<file path="src/rtl/uart_rx.sv">
// 8N1 UART receiver: two-flop synchroniser, mid-bit sampling FSM, valid/ready output.
// Define UART_RX_PARITY_EN for 8E1 framing with a PARITY_ERR pulse output.
module uart_rx #(
    parameter int CLK_FREQ = 48_000_000,
    parameter int BAUD     = 115_200
) (
    input  logic       CLK,
    input  logic       RST_N,
    input  logic       UART_RX,
    output logic [7:0] DATA,
    output logic       DATA_VALID,
    input  logic       DATA_READY,
    output logic       FRAMING_ERR,
`ifdef UART_RX_PARITY_EN
    output logic       PARITY_ERR,
`endif
    output logic       OVERRUN
);

    localparam int CYCLES_PER_BIT = CLK_FREQ / BAUD;
    localparam int HALF_BIT       = CYCLES_PER_BIT / 2;
    localparam int CNT_W          = $clog2(CYCLES_PER_BIT) + 1;

    localparam logic [CNT_W-1:0] HALF_LAST = CNT_W'(HALF_BIT - 1);
    localparam logic [CNT_W-1:0] BIT_LAST  = CNT_W'(CYCLES_PER_BIT - 1);

    typedef enum logic [2:0] {
        S_IDLE,
        S_START,
        S_DATA,
        S_PARITY,
        S_STOP,
        S_WAIT_HIGH
    } state_t;

    state_t           r_state;
    logic             r_rx_meta;
    logic             r_rx_s;
    logic [CNT_W-1:0] r_cnt;
    logic [2:0]       r_bit_idx;
    logic [7:0]       r_shift;
    logic [7:0]       r_data;
    logic             r_data_valid;
    logic             r_framing_err;
    logic             r_overrun;
    logic             w_deliver_ok;
`ifdef UART_RX_PARITY_EN
    logic             r_parity_bit;
    logic             r_parity_err;
`endif

    // Both flops reset high so the line reads as idle straight out of reset.
    always_ff @(posedge CLK or negedge RST_N) begin
        if (!RST_N) begin
            r_rx_meta <= 1'b1;
            r_rx_s    <= 1'b1;
        end else begin
            r_rx_meta <= UART_RX;
            r_rx_s    <= r_rx_meta;
        end
    end

    // A new byte may land if the slot is empty or is being consumed this cycle.
    assign w_deliver_ok = !r_data_valid || DATA_READY;

    always_ff @(posedge CLK or negedge RST_N) begin
        if (!RST_N) begin
            r_state       <= S_IDLE;
            r_cnt         <= '0;
            r_bit_idx     <= '0;
            r_shift       <= '0;
            r_data        <= '0;
            r_data_valid  <= 1'b0;
            r_framing_err <= 1'b0;
            r_overrun     <= 1'b0;
`ifdef UART_RX_PARITY_EN
            r_parity_bit  <= 1'b0;
            r_parity_err  <= 1'b0;
`endif
        end else begin
            r_framing_err <= 1'b0;
            r_overrun     <= 1'b0;
`ifdef UART_RX_PARITY_EN
            r_parity_err  <= 1'b0;
`endif
            r_cnt <= r_cnt + 1'b1;
            // NOTE: a later non-blocking assignment in this block wins, so a
            // delivery in S_STOP overrides this consume-side clear.
            if (r_data_valid && DATA_READY) begin
                r_data_valid <= 1'b0;
            end

            case (r_state)
                S_IDLE: begin
                    if (!r_rx_s) begin
                        r_state <= S_START;
                        r_cnt   <= '0;
                    end
                end
                S_START: begin
                    if (r_cnt == HALF_LAST) begin
                        r_cnt <= '0;
                        if (!r_rx_s) begin
                            r_state   <= S_DATA;
                            r_bit_idx <= '0;
                        end else begin
                            r_state <= S_IDLE;
                        end
                    end
                end
                S_DATA: begin
                    if (r_cnt == BIT_LAST) begin
                        r_cnt     <= '0;
                        r_shift   <= {r_rx_s, r_shift[7:1]};
                        r_bit_idx <= r_bit_idx + 3'd1;
                        if (r_bit_idx == 3'd7) begin
`ifdef UART_RX_PARITY_EN
                            r_state <= S_PARITY;
`else
                            r_state <= S_STOP;
`endif
                        end
                    end
                end
`ifdef UART_RX_PARITY_EN
                S_PARITY: begin
                    if (r_cnt == BIT_LAST) begin
                        r_cnt        <= '0;
                        r_parity_bit <= r_rx_s;
                        r_state      <= S_STOP;
                    end
                end
`endif
                S_STOP: begin
                    if (r_cnt == BIT_LAST) begin
                        r_cnt <= '0;
                        if (r_rx_s) begin
                            r_state <= S_IDLE;
                            if (w_deliver_ok) begin
                                r_data       <= r_shift;
                                r_data_valid <= 1'b1;
                            end else begin
                                r_overrun <= 1'b1;
                            end
`ifdef UART_RX_PARITY_EN
                            r_parity_err <= ^{r_shift, r_parity_bit};
`endif
                        end else begin
                            r_framing_err <= 1'b1;
                            r_state       <= S_WAIT_HIGH;
                        end
                    end
                end
                S_WAIT_HIGH: begin
                    // Holds off a break condition until the line returns high.
                    if (r_rx_s) begin
                        r_state <= S_IDLE;
                        r_cnt   <= '0;
                    end
                end
                default: begin
                    r_state <= S_IDLE;
                    r_cnt   <= '0;
                end
            endcase
        end
    end

    assign DATA        = r_data;
    assign DATA_VALID  = r_data_valid;
    assign FRAMING_ERR = r_framing_err;
    assign OVERRUN     = r_overrun;
`ifdef UART_RX_PARITY_EN
    assign PARITY_ERR  = r_parity_err;
`endif

endmodule
</file>
<file path="config.mk">
export PLATFORM = sky130hd
export DESIGN_NAME = uart_rx
export DESIGN_NICKNAME = d
export VERILOG_FILES = /design/src/rtl/uart_rx.sv
export SDC_FILE = /design/constraint.sdc
export NUM_CORES = 1
export LEC_CHECK = 0
export ABC_AREA = 1
export BUFFER_PORTS_ARGS = -buffer_cell sky130_fd_sc_hd__clkbuf_2
export CAP_MARGIN = 30
export CORE_ASPECT_RATIO = 1.4
export CORE_MARGIN = 2
export CORE_UTILIZATION = 55
export CTS_CLUSTER_SIZE = 20
export DETAILED_ROUTE_END_ITERATION = 16
export GPL_ROUTABILITY_DRIVEN = 0
export MAX_ROUTING_LAYER = met4
export PLACE_DENSITY = 0.75
export SKIP_CTS_REPAIR_TIMING = 1
export SYNTH_ARGS = -nofsm -noshare
export SYNTH_HDL_FRONTEND = slang
export SYNTH_SLANG_ARGS = --single-unit
</file>
<file path="constraint.sdc">
create_clock -name CLK -period 2.4 [get_ports CLK]
set_clock_uncertainty 0.1 [all_clocks]
set_input_delay 0.48 -clock CLK [delete_from_list [all_inputs] [get_ports CLK]]
set_output_delay 0.48 -clock CLK [all_outputs]
set_load 0.05 [all_outputs]
</file>
==> results of run 1 <==
[cells in the mapped netlist]
cell type and n:
sky130_fd_sc_hd__a21oi_1 1, sky130_fd_sc_hd__a21oi_2 2, sky130_fd_sc_hd__and2_1 1, sky130_fd_sc_hd__and3_1 1, sky130_fd_sc_hd__buf_4 1, sky130_fd_sc_hd__buf_6 1, sky130_fd_sc_hd__clkinv_2 1, sky130_fd_sc_hd__dfrtp_1 35
sky130_fd_sc_hd__dfstp_2 2, sky130_fd_sc_hd__ha_1 3, sky130_fd_sc_hd__inv_1 23, sky130_fd_sc_hd__inv_2 4, sky130_fd_sc_hd__nand2_1 53, sky130_fd_sc_hd__nand2_2 4, sky130_fd_sc_hd__nand3_1 8, sky130_fd_sc_hd__nand3_4 2
sky130_fd_sc_hd__nand3b_1 1, sky130_fd_sc_hd__nand4_1 1, sky130_fd_sc_hd__nor2_1 20, sky130_fd_sc_hd__nor2_2 1, sky130_fd_sc_hd__nor2_4 1, sky130_fd_sc_hd__nor2_8 1, sky130_fd_sc_hd__nor3_1 1, sky130_fd_sc_hd__o21a_1 1
sky130_fd_sc_hd__o21ai_0 12, sky130_fd_sc_hd__o21ai_2 8, sky130_fd_sc_hd__or2_0 1, sky130_fd_sc_hd__xnor2_1 1, sky130_fd_sc_hd__xor2_1 5
[final cells by class]
type                            instances  area [um^2]
Tap cell                               39         48.8
Fill cell                             265         1140
Timing Repair Buffer                   15         77.6
Clock buffer                            5         68.8
Sequential cell                        37          928
Clock inverter                          3         21.3
Inverter                               28          106
Multi-Input combinational cell        129          699
[kinds of logic (layout without fill, tap and decap cells)]
| family | Yosys count | count (layout) |
|---|---|---|
| adder cells (fa/ha/maj) | 3 | 3 |
| flip-flops | 37 | 37 |
| AND/OR/NAND/NOR | 96 | 96 |
| AO/OA/AOI/OAI | 24 | 24 |
| buffers and inverters | 30 | 51 |
| XOR/XNOR | 6 | 6 |
[where the power goes]
part           total, mW  leakage, nW  internal, mW  switching (mW)
combinational     0.0168        0.460       0.00347          0.0133
clock              0.438       0.0445         0.206           0.232
sequential         0.627        0.495         0.626        0.000906
total               1.08         1.00         0.835           0.247
[flip-flops by register name (all words and copies together) (netlist names)]
| name | cells |
|---|---|
| FRAMING_ERR | 1 |
| DATA | 8 |
| OVERRUN | 1 |
| r_bit_idx | 3 |
| r_state | 3 |
| r_cnt | 10 |
| DATA_VALID | 1 |
| r_rx_meta | 1 |
| r_rx_s | 1 |
| r_shift | 8 |
[worst max path at each step]
stage	start	end	slack [ns]	cells after the start
2_1_floorplan	r_cnt[0]	DATA[6]	0.85	9
3_3_place_gp	r_cnt[0]	DATA[0]	0.75	8
3_5_place_dp	r_cnt[0]	DATA[2]	0.66	8
4_1_cts	r_cnt[0]	DATA[2]	0.60	8
5_1_grt	r_cnt[0]	DATA[2]	0.45	8
6_report	r_cnt[0]	DATA[2]	0.61	8
[routing by layer]
layer / vias to the layer above / routed length, um / global-route usage [%]
li1: 646 / - / -
met1: 594 / 1250 / 23.1
met2: 21 / 1620 / 35.9
met3: 8 / 105 / 5.06
met4: 0 / 95 / 10.8
met5: - / 0 / -
[cells in the final DEF, fill, tap and decap left out, types with 2 or more instances in the layout]
cell type                  Yosys  layout
sky130_fd_sc_hd__clkbuf_8      0       5
sky130_fd_sc_hd__inv_1        23      23
sky130_fd_sc_hd__nand2_2       4       4
sky130_fd_sc_hd__nor2_1       20      20
sky130_fd_sc_hd__clkinv_2      1       2
sky130_fd_sc_hd__clkbuf_2      0      14
sky130_fd_sc_hd__inv_2         4       4
sky130_fd_sc_hd__nand2_1      53      53
sky130_fd_sc_hd__o21ai_2       8       8
sky130_fd_sc_hd__a21oi_2       2       2
sky130_fd_sc_hd__nand3_1       8       8
sky130_fd_sc_hd__o21ai_0      12      12
sky130_fd_sc_hd__dfrtp_1      35      35
sky130_fd_sc_hd__dfstp_2       2       2
sky130_fd_sc_hd__xor2_1        5       5
sky130_fd_sc_hd__nand3_4       2       2
sky130_fd_sc_hd__ha_1          3       3
[through the flow]
stage	power, mW	utilization [%]
final	1.08	63.1
after global routing	1.12	63.1
after CTS	1.09	63.1
after detailed placement	0.657	60.2
after global placement	0.656	60.2
after floorplan	0.641	-
==> results by stage, run 1 <==
Floorplan:
- In this run the standard cell core region covers 3090 um^2.
- The floorplan step set the die width to 51.7 um.
- From bottom edge to top edge, the die measures 70.8 um.
- During I/O placement, the number of pins put on the boundary was 15.
- For this configuration, the core starts out at a cell density of 56.7%.
- The floorplan step defined a die boundary enclosing approximately 3700 um^2.
- The number of placement rows is 24.

Flow run:
- Max-cap violations in this run came to 0.

GRT:
- The via count of the first global-routing pass is around 1300.
- The maximum number of pins on one net before global-route repair is 38.
- The global-route wire length before repair is 5610 um.
- The total overflow reported by the global router is 0.
- Global routing used roughly a fifth of the available tracks.
- The initial antenna violation count is 0.

Clock tree:
- In this run, CTS created clock tree buffers numbering 5.
- The clock root buffer master is sky130_fd_sc_hd__clkbuf_8.
- The clock drives 37 sinks.
- The H-tree generated during clock tree synthesis spans 2 levels.
- The clock transition at the registers of the reported paths is 0.08 ns.
- In this run the deepest clock path goes through 2 buffers.
- The clock latency reported for the late side of the worst-skew pair is 0.30 ns.
- TritonCTS built the clock tree.

STA:
- The count of final max-slew check failures is 0.
- The maximum achievable frequency is 560 MHz.
- Across all hold checks on the routed design, the worst slack comes to between 0.1 and 0.15 ns.
- The clock period could shrink to 1.79 ns.
- The worst path setup slack after routing is 0.615 ns.
- After routing, the total negative slack on setup checks comes to 0 ns.
- The ratio of final minimum period to clock period is 74.4%.
- In this run the tightest slew margin relative to its limit is 70.0%.
- At the pin with the least slew margin, the transition time is 0.450 ns.
- Setup repair after global routing left no endpoint under its margin.
- Setup violations remaining at the end of the flow were counted as 0.
- The count of final hold-check violations is 0.

Yosys:
- The largest family of logic cells by synthesized area is simple AND/OR/NAND/NOR gates.
- Yosys attributes the largest share of cell area to sky130_fd_sc_hd__dfrtp_1 50%, sky130_fd_sc_hd__nand2_1 11%, sky130_fd_sc_hd__inv_1 4.9%.
- The area fraction in and, or, nand and nor cells after synthesis is 25.6%.
- The share of synthesized cell area in full adder, half adder and majority cells is 2.14%.
- The xor/xnor cell area share of the yosys netlist is under 10%.
- The average instance in the mapped netlist occupies 8.94 um^2.
- The net count after synthesis is 203.
- The number of storage elements in the synthesis netlist is 37.
- The cell area after synthesis is approximately 1800 um^2.
- The Yosys warning count is 0.
- Sequential elements use a little over half of the synthesized area.
- After synthesis, the netlist uses 29 different library cells.
- The post-synthesis mux area share is 0%.
- Summing the areas of all compound-gate instances in the mapped netlist gives under 10% of the synthesized area.
- Of all cell types, the one taking the most synthesized area is sky130_fd_sc_hd__dfrtp_1.
- The area share of the leading cell type in the synthesized netlist is 50.0%.
- Synthesis produced 196 cells.

Worst setup path:
- The cell type group with the largest total delay on the critical path is simple AND/OR/NAND/NOR gates.
- STA puts the critical path data required time at 2.48 ns.
- The most common cell type on the critical path is sky130_fd_sc_hd__nand3_4.
- The startpoint identified for the worst register-to-register timing path is r_cnt[0].
- The length in cells of the worst reg-to-reg path is 8.
- Setup slack on the worst reg-to-reg path comes out at 0.61 ns.
- Counting both buffers and inverters, the worst setup path holds a total of 2.
- By startpoint and endpoint, the worst setup path is classified as reg2reg.
- For this run, the slowest stage of the critical path takes around 0.38 ns.
- The critical path launch point type is a register.
- The slowest stage of the critical path is the sky130_fd_sc_hd__dfrtp_1 cell.
- The category of the worst setup path capture point is a register.
- The signal arrival time at the worst endpoint is between 1.5 and 2 ns.
- The critical path goes through ha_1 -> nand3_1 -> inv_2 -> nand3_4 -> clkinv_2 -> nand3_4 -> nand2_1 -> o21ai_2.
- The worst flop-to-flop path endpoint is DATA[2].
- The largest fanout of any net on the critical path is 16.

Final layout:
- The synthesis-to-layout area growth is 11.3%.
- The final instance area is 1950 um^2.
- 0 antenna diodes ended up in the layout.
- The share of final-layout standard cells stronger than drive strength 1 is a little under a quarter.
- The number of standard cells in the final layout excluding fillers is 256.
- After the last flow step, the layout net total stands at 223.

Route:
- The remaining antenna violation count after routing is 0.
- The pre-antenna-repair detailed-routing pass consisted of 4 iterations.
- The total vias in the final route is approximately 1300.
- The post-detailed-route wirelength per cell is 12.0 um.
- After the first detailed-routing iteration, the DRC count stood at 31.
- The detail-routed via count per cell is 4.96.
- The residual DRC count is 0.
- After detailed routing, the total wire length is 3080 um.

Placed design:
- Summing all placed instances gives a cell area of about 1900 um^2.
- The worst slack at placement is 0.656 ns.
- Input and output buffers added on the ports amount to 14.
- The placed cell count is about 250.
- Summed over all nets, the half-perimeter wirelength after detailed placement is 2280 um.

Status:
- The flow ran to the end, and the final reports show no timing, DRC or antenna violations.

Hold path:
- The min-delay analysis places its worst path in the category in2async.

Power:
- The power density relative to cell area is 555 nW/um^2.
- The leakage dissipation is ~1.0 nW.
- Across the VDD grid, the largest voltage drop is 0.000492 V.
Power figures use the tool's default switching activity.
==> inputs of run 2 (changes only) <==
==> constraint.sdc (replaced) <==
create_clock -name CLK -period 1.7 [get_ports CLK]
set_clock_uncertainty 0.1 [all_clocks]
set_input_delay 0.34 -clock CLK [delete_from_list [all_inputs] [get_ports CLK]]
set_output_delay 0.34 -clock CLK [all_outputs]
set_load 0.05 [all_outputs]
==> run 2 against run 1 <==
Worst setup slack got worse by 0.49 ns. Via count increased by 7.0%. Sequential share of layout area decreased by 2.7 points. Non-clock buffer count increased by 6. Core utilization increased by 3.8 points. Wire length increased by 6.8%. Fmax increased by 14%. Largest cell class unchanged. Largest power group unchanged.
==> results by stage, run 2 (synthesis gave the netlist of run 1 again) <==
GRT:
- The global-route wire length before repair is 5690 um (was 5610 um).
- The maximum number of pins on one net before global-route repair is 24 (was 38).
- The via count of the first global-routing pass is 1375 (was 1325).
- The all-layer global routing usage is 21.1% (was 21.4%).
- The total overflow reported by the global router is 0 (unchanged).
- The initial antenna violation count was 0 (unchanged).

Route:
- The number of DRC markers after the initial detailed-route iteration was 28 (was 31).
- The number of detailed-route iterations in the first pass is 4 (unchanged).
- The remaining antenna violation count after routing is 0 (unchanged).
- The residual DRC count is 0 (unchanged).
- The detail-routed via count per cell is 5.16 (was 4.96).
- The post-detailed-route wirelength per cell is 12.5 um (was 12.0 um).
- The wire length after detailed routing is 3290 um (was 3080 um).
- The total vias in the final route is 1358 (was 1269).

Clock tree:
- The number of CTS-inserted buffers was 5 (unchanged).
- The clock root buffer master was sky130_fd_sc_hd__clkbuf_8 (unchanged).
- The clock transition at the registers of the reported paths was 0.07 ns (was 0.08 ns).
- The number of H-tree branching levels is 2 (unchanged).
- The number of sinks handled by clock tree synthesis came to 37 (unchanged).
- The TritonCTS clock tree is built (unchanged).
- The clock latency reported for the late side of the worst-skew pair was 0.29 ns (was 0.30 ns).
- The maximum buffer depth of the clock tree was 2 (unchanged).

Power:
- The power density relative to cell area is 748 nW/um^2 (was 555 nW/um^2).
- The internal power is 1.22 mW (was 0.835 mW).
- The fraction of power spent switching nets is 21.1% (was 22.8%).
- The leakage dissipation is 1.04 nW (was 1.00 nW).
- The part of the power in registers is 57.2% (was 57.9%).
- The worst supply voltage drop on vdd was 0.000811 V (was 0.000492 V).
- The switching power was 0.326 mW (was 0.247 mW).
- The clock group share of total power was 40.8% (was 40.5%).
- The combinational share of power was 2.0% (was 1.6%).

Final layout:
- The register ranked first by flip-flop count is r_cnt (unchanged).
- The number of flip-flops in the largest register was 10 (unchanged).
- The share of final-layout standard cells stronger than drive strength 1 is 26.3% (was 22.6%).
- Most frequent cells in the layout: 52 x sky130_fd_sc_hd__nand2_1, 35 x sky130_fd_sc_hd__dfrtp_1, 23 x sky130_fd_sc_hd__inv_1 (was 53 x sky130_fd_sc_hd__nand2_1, 35 x sky130_fd_sc_hd__dfrtp_1, 23 x sky130_fd_sc_hd__inv_1).
- The number of nets in the layout is 230 (was 223).
- The area of the multi-input gates was 739 um^2 (was 699 um^2).
- The storage element area is 928 um^2 (unchanged).
- The commonest non-fill, non-tap cell in the layout is sky130_fd_sc_hd__nand2_1 (unchanged).
- The synthesis-to-layout area growth is 18.1% (was 11.3%).
- The antenna diode count came to 0 (unchanged).
- The final core utilization is 66.9% (was 63.1%).
- The total of fill cells in the finished design is 248 (was 265).

STA:
- The count of final hold-check violations came to 0 (unchanged).
- The relative max-transition margin is 71.9% (was 70.0%).
- The total negative setup slack was 0 ns (unchanged).
- The maximum achievable frequency is 636 MHz (was 560 MHz).
- The number of setup violations in the final report is 0 (unchanged).
- The ratio of final minimum period to clock period is 92.5% (was 74.4%).
- The count of final max-slew check failures was 0 (unchanged).
- The transition time of the tightest slew-check pin was 0.422 ns (was 0.450 ns).
- The shortest period the worst path allows is 1.57 ns (was 1.79 ns).

Worst setup path:
- The signal arrival time at the worst endpoint is 1.65 ns (was 1.87 ns).
- The slowest cell on the critical path is sky130_fd_sc_hd__dfrtp_1 (unchanged).
- The largest fanout of any net on the critical path is 8 (was 16).
- The peak per-stage delay on the critical path is 0.40 ns (was 0.38 ns).
- The worst endpoint required time came to 1.78 ns (was 2.48 ns).
- The most common cell type on the critical path is sky130_fd_sc_hd__nand3_4 (unchanged).
- The start-to-end type of the worst setup path is reg2reg (unchanged).
- The category of the worst setup path capture point is a register (unchanged).
- Cells traversed along the worst timing path: ha_4 -> nand3_2 -> inv_2 -> nand3_4 -> clkinv_2 -> nand3_4 -> nand2_1 -> o21ai_2 (was ha_1 -> nand3_1 -> inv_2 -> nand3_4 -> clkinv_2 -> nand3_4 -> nand2_1 -> o21ai_2).
- The critical path launch point type is a register (unchanged).

Floorplan:
- The starting density of the core came to 56.7% (unchanged).
- The floorplan core area is 3090 um^2 (unchanged).
- The vertical extent of the die is 70.8 um (unchanged).
- The number of placement rows was 24 (unchanged).
- The top-level port count was 15 (unchanged).
- The width of the die is 51.7 um (unchanged).
- The die area is 3660 um^2 (unchanged).

Placed design:
- The post-DP HPWL came to 2330 um (was 2280 um).
- The count of port buffers added during placement was 14 (unchanged).

Hold path:
- The worst min-delay path class was in2reg (was in2async).

Status:
- Status: completed (unchanged).

Flow run:
- The number of violations of the max-capacitance limit is 0 (unchanged).
[run 2: power by group through the flow]
stage | Sequential, mW | Combinational (mW) | Clock [mW]
6_report | 0.886 | 0.0303 | 0.632
5_1_grt | 0.885 | 0.0359 | 0.683
4_1_cts | 0.885 | 0.0298 | 0.650
3_5_place_dp | 0.902 | 0.0299 | 0
3_3_place_gp | 0.902 | 0.0287 | 0
2_1_floorplan | 0.902 | 0.00268 | 0
[run 2: metrics by stage]
stage | hold slack, ns | std cells | instance area, um^2 | worst slack (ns) | power (mW)
after detailed placement | 0.199 | 250 | 1900 | -0.0151 | 0.932
after floorplan | -0.0556 | 196 | 1750 | 0.155 | 0.905
final | 0.0313 | 263 | 2070 | 0.128 | 1.55
after global routing | 0.0260 | 263 | 2070 | -0.000554 | 1.60
after global placement | 0.186 | 250 | 1900 | 0.0872 | 0.931
after CTS | -0.117 | 258 | 2000 | -0.0279 | 1.57
[run 2: cell type report]
type                    instances  share of cell area, %
repair buffers                 21                   7.26
clock inverters                 2                  0.665
well taps                      39                   2.36
multi-input cells             130                   35.7
flip-flops and latches         37                   44.9
inverters                      28                   5.14
clock buffers                   6                   3.99
[run 2: path summary, 6_finish.rpt]
path | start | to | slack, ns | cells past startpoint
min | UART_RX | r_rx_meta | 0.03 | 1
min reg2reg | r_rx_meta | r_rx_s | 0.26 | 0
min in group asynchronous | RST_N | r_cnt[5] | 0.41 | 2
max | r_cnt[0] | DATA[1] | 0.13 | 8
max in group asynchronous | RST_N | r_state[1] | 0.63 | 3
max reg2reg | r_cnt[0] | DATA[1] | 0.13 | 8
[run 2: critical path, delay by kind of cell, from the launching register on]
family / cells / cell delay, ns
simple gates: 4 / 0.50
buf+inv: 2 / 0.23
flops: 1 / 0.40
compound gates: 1 / 0.06
fa+ha+maj: 1 / 0.16
[run 2: routing by layer]
| metal | up-vias | GRT usage [%] | part of all wire, % |
|---|---|---|---|
| met3 | 5 | 5.06 | 2.7 |
| met4 | 0 | 7.89 | 1.6 |
| met1 | 673 | 23.6 | 42 |
| li1 | 663 | - | - |
| met2 | 17 | 35.9 | 54 |
| met5 | - | - | 0 |
==> inputs of run 3 (changes only) <==
--- a/config.mk
+++ b/config.mk
@@ -10,12 +10,12 @@
 export CAP_MARGIN = 30
 export CORE_ASPECT_RATIO = 1.4
 export CORE_MARGIN = 2
-export CORE_UTILIZATION = 55
+export CORE_UTILIZATION = 58
 export CTS_CLUSTER_SIZE = 20
 export DETAILED_ROUTE_END_ITERATION = 16
 export GPL_ROUTABILITY_DRIVEN = 0
 export MAX_ROUTING_LAYER = met4
-export PLACE_DENSITY = 0.75
+export PLACE_DENSITY = 0.79
 export SKIP_CTS_REPAIR_TIMING = 1
 export SYNTH_ARGS = -nofsm -noshare
 export SYNTH_HDL_FRONTEND = slang
==> run 3 against run 2 <==
The run now ends with hold timing left. Final area down 1.2%. Core utilization up 4.1 points. Worst setup slack worse by 0.014 ns. Non-clock buffer count down 1. Worst hold slack worse by 0.046 ns. Wire length up 0.49%. Power down 3.0%. First-iteration DRC count up 32%. Clock power down 6.6%. Global-route usage up 0.96 points. Fmax down 0.89%. Combinational power down 17%. Largest cell class unchanged.
==> results by stage, run 3 (synthesis gave the netlist of run 1 again) <==
GRT:
- The initial antenna violation count came to 0 (unchanged).
- The all-layer global routing usage is 22.1% (was 21.1%).
- The via count of the first global-routing pass came to 1373 (was 1375).
- The total overflow reported by the global router was 0 (unchanged).
- The maximum number of pins on one net before global-route repair is 38 (was 24).
- The global-route wire length before repair is 5700 um (was 5690 um).

STA:
- The shortest period the worst path allows was 1.59 ns (was 1.57 ns).
- The relative max-transition margin is 69.3% (was 71.9%).
- The worst hold margin came to -0.0142 ns (was 0.0313 ns).
- Setup repair after global routing could not meet its margin everywhere.
- The ratio of final minimum period to clock period is 93.3% (was 92.5%).
- The transition time of the tightest slew-check pin is 0.460 ns (was 0.422 ns).
- The count of final max-slew check failures came to 0 (unchanged).
- The maximum achievable frequency is 631 MHz (was 636 MHz).
- The total negative setup slack is 0 ns (unchanged).
- The count of final hold-check violations is 34 (was 0).
- The number of setup violations in the final report came to 0 (unchanged).

Floorplan:
- The die area came to 3480 um^2 (was 3660 um^2).
- The starting density of the core is 60.9% (was 56.7%).
- The vertical extent of the die is 69.0 um (was 70.8 um).
- The width of the die came to 50.5 um (was 51.7 um).
- The floorplan core area is 2880 um^2 (was 3090 um^2).
- The number of placement rows is 23 (was 24).
- The top-level port count is 15 (unchanged).

Status:
- The final reports fail on hold timing.
- Status: finished with violations (was completed).

Route:
- The post-detailed-route wirelength per cell is 12.7 um (was 12.5 um).
- The number of DRC markers after the initial detailed-route iteration is 37 (was 28).
- The remaining antenna violation count after routing is 0 (unchanged).
- The wire length after detailed routing was 3300 um (was 3290 um).
- The detail-routed via count per cell is 5.04 (was 5.16).
- The total vias in the final route came to 1310 (was 1358).
- The residual DRC count is 0 (unchanged).
- The number of detailed-route iterations in the first pass was 4 (unchanged).

Clock tree:
- The number of sinks handled by clock tree synthesis came to 37 (unchanged).
- The number of H-tree branching levels is 2 (unchanged).
- The TritonCTS clock tree is built (unchanged).
- The maximum buffer depth of the clock tree is 2 (unchanged).
- The number of CTS-inserted buffers is 5 (unchanged).
- The clock latency reported for the late side of the worst-skew pair was 0.29 ns (about the same).
- The clock root buffer master is sky130_fd_sc_hd__clkbuf_8 (unchanged).
- The clock transition at the registers of the reported paths is 0.08 ns (was 0.07 ns).

Final layout:
- Most frequent cells in the layout: 50 x sky130_fd_sc_hd__nand2_1, 35 x sky130_fd_sc_hd__dfrtp_1, 23 x sky130_fd_sc_hd__inv_1 (was 52 x sky130_fd_sc_hd__nand2_1, 35 x sky130_fd_sc_hd__dfrtp_1, 23 x sky130_fd_sc_hd__inv_1).
- The register ranked first by flip-flop count is r_cnt (unchanged).
- The number of nets in the layout is 229 (was 230).
- The antenna diode count is 0 (unchanged).
- The synthesis-to-layout area growth is 16.6% (was 18.1%).
- The share of final-layout standard cells stronger than drive strength 1 is 26.5% (was 26.3%).
- The commonest non-fill, non-tap cell in the layout was sky130_fd_sc_hd__nand2_1 (unchanged).
- The number of flip-flops in the largest register is 10 (unchanged).
- The total of fill cells in the finished design is 218 (was 248).

Worst setup path:
- The critical path launch point type is a register (unchanged).
- The worst setup path startpoint is r_cnt[0] (unchanged).
- The worst endpoint required time was 1.78 ns (about the same).
- The capture point of the worst path is r_state[2] (was DATA[1]).
- The signal arrival time at the worst endpoint was 1.66 ns (was 1.65 ns).
- The length in cells of the worst reg-to-reg path came to 8 (unchanged).
- The largest fanout of any net on the critical path came to 7 (was 8).
- The category of the worst setup path capture point was a register (unchanged).
- The start-to-end type of the worst setup path is reg2reg (unchanged).
- The worst flop-to-flop path endpoint is r_state[2] (was DATA[1]).
- The reg-to-reg startpoint is r_cnt[0] (unchanged).
- The slack of the worst reg-to-reg path is 0.11 ns (was 0.13 ns).

Flow run:
- The number of violations of the max-capacitance limit is 0 (unchanged).

Placed design:
- The post-DP HPWL is 2250 um (was 2330 um).
- The count of port buffers added during placement came to 14 (unchanged).

Power:
- The leakage dissipation is 1.03 nW (was 1.04 nW).
- The power density relative to cell area is 734 nW/um^2 (was 748 nW/um^2).
- The worst supply voltage drop on vdd is 0.000910 V (was 0.000811 V).

Hold path:
- The worst min-delay path class is in2async (was in2reg).
run 3: cell types whose count changed in the layout (fill, tap and decap cells not counted), sizes merged:
cell,change
dlygate4sd3,-1
clkinv,-1
clkbuf,+1
run 3: final cells by class:
cell class / count / area [um^2] / area share [%]
clock inverter: 1 / 5.00 / 0.245
clock buffer: 7 / 76.3 / 3.73
timing repair buffer: 20 / 128 / 6.24
sequential: 37 / 928 / 45.4
inverter: 28 / 109 / 5.32
multi-input combinational: 130 / 752 / 36.8
tap: 37 / 46.3 / 2.26
run 3: worst min path at each step:
stage                         start        end  slack (ns)  cells after the start
after floorplan               RST_N    DATA[0]       -0.06                      0
after global placement    r_rx_meta     r_rx_s        0.25                      0
after detailed placement  r_rx_meta     r_rx_s        0.25                      0
after CTS                     RST_N   r_cnt[5]     -0.0007                      2
after global routing        UART_RX  r_rx_meta        0.03                      1
final                         RST_N   r_cnt[5]       -0.01                      2
run 3: power breakdown:
group	switching (mW)	internal, mW	total, mW	leakage, nW
clock network	0.302	0.288	0.590	0.0422
logic	0.0203	0.00492	0.0252	0.489
registers	0.00131	0.884	0.885	0.495
run 3: routing by layer:
metal  part of all wire [%]  GRT usage (%)  up-vias
met1                     41           23.8      614
met2                     53           38.0       30
met5                      0              -        -
met4                    2.0           9.31        0
met3                    3.4           5.19        6
li1                       -              -      660
run 3: worst max-delay path, cell delays in order (launching register included):
cell and delay, ns:
sky130_fd_sc_hd__dfrtp_1 0.41, sky130_fd_sc_hd__ha_4 0.17, sky130_fd_sc_hd__nand3_4 0.09, sky130_fd_sc_hd__inv_4 0.09, sky130_fd_sc_hd__nand3_4 0.14, sky130_fd_sc_hd__a21oi_2 0.27, sky130_fd_sc_hd__nand2_2 0.09, sky130_fd_sc_hd__nand2_1 0.06
sky130_fd_sc_hd__nand2_1 0.05
run 3: per-stage QoR:
| stage | area, um^2 | worst slack [ns] | utilization (%) | instances | total power, mW |
|---|---|---|---|---|---|
| floorplan | 1750 | 0.155 | - | 196 | 0.905 |
| global placement | 1890 | 0.0889 | 65.8 | 249 | 0.927 |
| detailed placement | 1890 | 0.00898 | 65.8 | 249 | 0.928 |
| CTS | 1970 | -0.0220 | 68.6 | 257 | 1.51 |
| global route | 2040 | -0.0204 | 71.0 | 260 | 1.55 |
| finish | 2040 | 0.114 | 71.0 | 260 | 1.50 |
